### config.mk
export PLATFORM = sky130hd
export DESIGN_NAME = riscv_wb_arbiter
export DESIGN_NICKNAME = d
export VERILOG_FILES = /design/src/rtl/riscv_wb_arbiter.sv
export SDC_FILE = /design/constraint.sdc
export NUM_CORES = 1
export LEC_CHECK = 0
export BUFFER_PORTS_ARGS = -buffer_cell sky130_fd_sc_hd__buf_2
export CORE_MARGIN = 2
export CORE_UTILIZATION = 42
export CTS_CLUSTER_SIZE = 16
export DETAILED_ROUTE_END_ITERATION = 12
export HOLD_SLACK_MARGIN = 0.08
export PLACE_DENSITY_LB_ADDON = 0.25
export REMOVE_ABC_BUFFERS = 1
export SLEW_MARGIN = 40
export SYNTH_ARGS = -nofsm -noshare
export SYNTH_HDL_FRONTEND = slang
export SYNTH_SLANG_ARGS = --single-unit
### constraint.sdc
create_clock -name clk -period 3.3 [get_ports clk]
set_clock_uncertainty 0.1 [all_clocks]
set_input_delay 0.495 -clock clk [delete_from_list [all_inputs] [get_ports clk]]
set_output_delay 0.495 -clock clk [all_outputs]
set_load 0.05 [all_outputs]
### src/rtl/riscv_wb_arbiter.sv
// Register-file writeback arbiter: round-robin selection among NUM_REQ
// writeback sources, one registered write per cycle to the single write
// port, a pending-destination bitmap and a committed-write counter.
module riscv_wb_arbiter #(
  parameter int NUM_REQ = 3,
  parameter int XLEN    = 32,
  parameter int ADDR_W  = 5,
  parameter int CNT_W   = 16
) (
  input  logic                      clk,
  input  logic                      reset,
  input  logic [NUM_REQ-1:0]        req_valid_i,
  input  logic [NUM_REQ*ADDR_W-1:0] req_rd_addr_i,
  input  logic [NUM_REQ*XLEN-1:0]   req_data_i,
  output logic [NUM_REQ-1:0]        req_ready_o,
  output logic [ADDR_W-1:0]         rd_addr_o,
  output logic                      wr_en_o,
  output logic [XLEN-1:0]           wr_data_o,
  output logic [NUM_REQ-1:0]        grant_o,
  output logic [31:0]               pend_o,
  output logic [CNT_W-1:0]          wb_count_o
);

  localparam int PTR_W = (NUM_REQ > 1) ? $clog2(NUM_REQ) : 1;
  localparam logic [PTR_W-1:0] LAST_IDX = PTR_W'(NUM_REQ - 1);

  // Advance a requester index with wrap from the last requester back to 0.
  function automatic logic [PTR_W-1:0] ptr_inc(input logic [PTR_W-1:0] p);
    return (p == LAST_IDX) ? '0 : p + 1'b1;
  endfunction

  logic [ADDR_W-1:0] addr_arr [NUM_REQ];
  logic [XLEN-1:0]   data_arr [NUM_REQ];

  for (genvar k = 0; k < NUM_REQ; k++) begin : g_unpack
    assign addr_arr[k] = req_rd_addr_i[k*ADDR_W +: ADDR_W];
    assign data_arr[k] = req_data_i[k*XLEN +: XLEN];
  end

  logic [PTR_W-1:0]   rr_ptr;
  logic [PTR_W-1:0]   scan_p0;
  logic [PTR_W-1:0]   sel_p0;
  logic               hit_p0;
  logic [NUM_REQ-1:0] gnt_p0;
  logic [ADDR_W-1:0]  sel_addr_p0;
  logic [XLEN-1:0]    sel_data_p0;

  logic               vld_p1;
  logic [NUM_REQ-1:0] grant_p1;
  logic [ADDR_W-1:0]  rd_addr_p1;
  logic [XLEN-1:0]    wr_data_p1;
  logic [CNT_W-1:0]   cnt_p1;

  // ---- stage p0: round-robin selection, starting the scan at rr_ptr ----
  // Pick the first valid requester at or after rr_ptr (wrapping).
  always_comb begin
    hit_p0  = 1'b0;
    sel_p0  = rr_ptr;
    scan_p0 = rr_ptr;
    for (int i = 0; i < NUM_REQ; i++) begin
      if (!hit_p0 && req_valid_i[scan_p0]) begin
        hit_p0 = 1'b1;
        sel_p0 = scan_p0;
      end
      scan_p0 = ptr_inc(scan_p0);
    end
    gnt_p0 = '0;
    if (hit_p0) gnt_p0[sel_p0] = 1'b1;
    sel_addr_p0 = addr_arr[sel_p0];
    sel_data_p0 = data_arr[sel_p0];
  end

  // Ready is the grant itself, forced low while reset is held.
  assign req_ready_o = reset ? '0 : gnt_p0;

  // ---- stage p1: registered write presented to the register file ----
  // Capture the winner, advance the pointer and count committed writes.
  // A write to x0 completes the handshake but never enables the port, and
  // address/data hold so the port stays quiet on idle or x0 cycles.
  always_ff @(posedge clk or posedge reset) begin
    if (reset) begin
      rr_ptr     <= '0;
      vld_p1     <= 1'b0;
      grant_p1   <= '0;
      rd_addr_p1 <= '0;
      wr_data_p1 <= '0;
      cnt_p1     <= '0;
    end else begin
      vld_p1   <= hit_p0 && (sel_addr_p0 != '0);
      grant_p1 <= gnt_p0;
      if (hit_p0) begin
        rr_ptr <= ptr_inc(sel_p0);
        if (sel_addr_p0 != '0) begin
          rd_addr_p1 <= sel_addr_p0;
          wr_data_p1 <= sel_data_p0;
        end
      end
      if (vld_p1) cnt_p1 <= cnt_p1 + 1'b1;
    end
  end

  // Pending-destination bitmap decoded from the output stage.
  always_comb begin
    pend_o = '0;
    if (vld_p1) pend_o[rd_addr_p1] = 1'b1;
  end

  assign wr_en_o    = vld_p1;
  assign rd_addr_o  = rd_addr_p1;
  assign wr_data_o  = wr_data_p1;
  assign grant_o    = grant_p1;
  assign wb_count_o = cnt_p1;

endmodule

==> flow_metrics.tcl <==
set metrics [dict create \
    rrSetupSlack_ns 0.65 \
    drt-total-wl_um 9110 \
    clk_pin_slew_worst_paths_ns 0.06 \
    drv_slew 0 \
    holdCritPathClass "input pin to async pin" \
    stdcell_count 611 \
    p_int_uw 2089 \
    dp_cells 595 \
    cts_sinks 59 \
    regArea_sq_mm 0.001476 \
    num_antenna_cells 0 \
    gp_congestion 0.8452 \
    area_delta_synth_final_pct 42.77 \
    synth_area_leader_cell "dfrtp_1" \
    synth_area_per_cell_sq_um 10.33 \
    final_cell_mix "buf_2 (207), dfrtp_1 (59), inv_1 (37), a222oi_1 (37)" \
    hold-worst-slack_ns 0.1754 \
    startpoint "rr_ptr[1]" \
    rows 31 \
    ir_worst_vdd_uv 631.4 \
    dpl_cell_area_sq_mm 0.004232 \
    cts_made_buffers 9 \
    yosysTopAreaCellShare 0.4716 \
    cp.depth 6 \
    grt_pass1_wl_um 14940 \
    switching_share 0.5172 \
    antenna_found_initial 0 \
    fin_util 0.6162 \
    crit_chain "o21bai_1, a22oi_1, o21ai_2, buf_4, nor3b_1, buf_2" \
    outcome "finished, final reports clean" \
    cts-root-buf "clkbuf_8" \
    route.detailed.drc 0 \
    rsz0062_at_grt "no" \
    initial_core_util 0.4316 \
    final.setup.tns_ns 0 \
    ctsHoldBuffers 0 \
    max_stage_delay_ns 0.46 \
    start_kind "register" \
    crit_path_end_kind "output port" \
    critPathTopFamily "buffers and inverters" \
    avgRoutedWirePerCell_um 14.91 \
    drive_above_1_share 0.4629 \
    fill_cells 664 \
    reg2reg_to "wr_data_o[21]" \
    grt_usage 0.2268 \
    seq_power_share 0.278 \
    yosysSeqAreaShare 0.4716 \
    pwr-share-comb 0.546 \
    min_period_ns 2.960 \
    slew-limit-headroom 0.6035 \
    first_global_vias 3069 \
    port_buffers 207 \
    final-setup-viol-count 0 \
    fmax_mhz 337.8 \
    crit_end "req_ready_o[1]" \
    hold_viol_final 0 \
    nets 624 \
    overflow 0 \
    ys_types 34 \
    path_class "register to output port" \
    dr_total_vias 3186 \
    powerDensity_mw_per_mm2 967.9 \
    synth_area_sq_mm 0.003131 \
    post_cts_buffers 0 \
    grt_max_degree 50 \
    ff2ff_path_depth 8 \
    multiInputGateArea_sq_mm 0.001389 \
    core_area_sq_mm 0.007253 \
    cpMaxStageDelayCell "dfrtp_1" \
    die_w_um 90.34 \
    cts_tree "done" \
    power_leakage_uw 0.002570 \
    drtIter0Drc 206 \
    die_h_um 90.34 \
    critPathBufInv 2 \
    die_area_sq_mm 0.008160 \
    ctsHtreeMaxLevel 3 \
    tightestPinTransition_ns 0.5948 \
    viasPerCell 5.214 \
    r2r_start "rr_ptr[1]" \
    layout_commonest_cell "buf_2" \
    fin_crit_sh 0.8971 \
    synthTopCellsByArea "dfrtp_1 (47%), a222oi_1 (12%), mux2i_1 (12%)" \
    crit_fanout 32 \
    cap_violations 0 \
    p_switching_uw 2238 \
    yosys_register_bits 59 \
    final_cell_area_sq_mm 0.004469 \
    synthCells 303 \
    dr.pass1.iters 7 \
    place_hpwl_um 7043 \
    ctsResizeCount 0 \
    required_ns 2.70 \
    antenna_left 0 \
    ios 208 \
    clock_latency_ns 0.33 \
    ys_warn_count 0 \
    critPathArrivalTime_ns 2.37 \
    cts_buffer_depth 2 \
    clock_power_share 0.176 \
]
==> state kept, by name, summed over array words and instances, names as in the netlist <==
register / cells
wr_data_o: 32
wb_count_o: 16
rd_addr_o: 5
grant_o: 3
rr_ptr: 2
wr_en_o: 1
==> power by group through the flow <==
stage	sequential, uW	combinational, uW	clock (uW)
6_report	1200	2360	759
5_1_grt	1240	2500	810
2_1_floorplan	2090	875	0
3_5_place_dp	1210	2370	0
4_1_cts	1200	2380	780
3_3_place_gp	1200	2330	0
==> area by class of cell <==
cell class	count	share of cell area
Timing Repair Buffer	213	0.2447
Clock inverter	3	0.01540
Inverter	39	0.03331
Tap cell	99	0.02772
Sequential cell	59	0.3303
Clock buffer	13	0.03779
Multi-Input combinational cell	185	0.3107
==> synth_stat cells <==
library cell	count
a21boi_1	2
a21o_1	1
a21oi_1	2
a222oi_1	37
a22oi_1	1
and3_1	1
and4_1	2
buf_12	3
buf_2	1
buf_6	2
clkbuf_1	14
dfrtp_1	59
ha_1	1
inv_1	38
inv_2	1
maj3_2	1
mux2_2	2
mux2i_1	36
nand2_1	9
nand3_1	13
nand3b_1	1
nand4_1	4
nor2_1	36
nor2_2	1
nor2b_1	3
nor3_1	4
nor3b_1	3
o21ai_0	2
o21ai_1	2
o21bai_1	1
o2bb2ai_1	1
or3_1	4
xnor2_1	11
xor2_1	4
==> layer usage <==
metal | track usage | vias up | share of wire | wire length, um
met3 | 0.04674 | 11 | 0.075 | 681
li1 | - | 1516 | - | -
met2 | 0.3897 | 163 | 0.52 | 4700
met4 | 0.08590 | 0 | 0.015 | 140
met1 | 0.2818 | 1496 | 0.39 | 3588
met5 | 0 | - | 0 | 0
==> stage by stage <==
stage          power (uW)  setup WS [ns]
2_1_floorplan        2960         -2.586
3_3_place_gp         3536         0.6221
3_5_place_dp         3584         0.5153
4_1_cts              4362         0.3153
5_1_grt              4558         0.1516
6_report             4326         0.3395
==> worst min-delay path by stage <==
stage               slack, ns  depth (start not counted)            from              to
floorplan                0.47                          2       rr_ptr[0]       rr_ptr[0]
global placement         0.36                          1  wb_count_o[15]  wb_count_o[15]
detailed placement       0.36                          1  wb_count_o[15]  wb_count_o[15]
CTS                      0.19                          2           reset    wr_data_o[0]
global route             0.23                          2           reset    wr_data_o[4]
finish                   0.18                          2           reset    wr_data_o[0]
==> kinds of logic after synthesis <==
group	count (synthesis)	synth area share
AND/OR/NAND/NOR	81	0.1223
XOR/XNOR	15	0.04196
AO/OA/AOI/OAI	49	0.1427
multiplexers	38	0.1223
flip-flops	59	0.4716
buffers and inverters	59	0.09153
adder cells (fa/ha/maj)	2	0.007593
(Power assumes the default switching activity.)
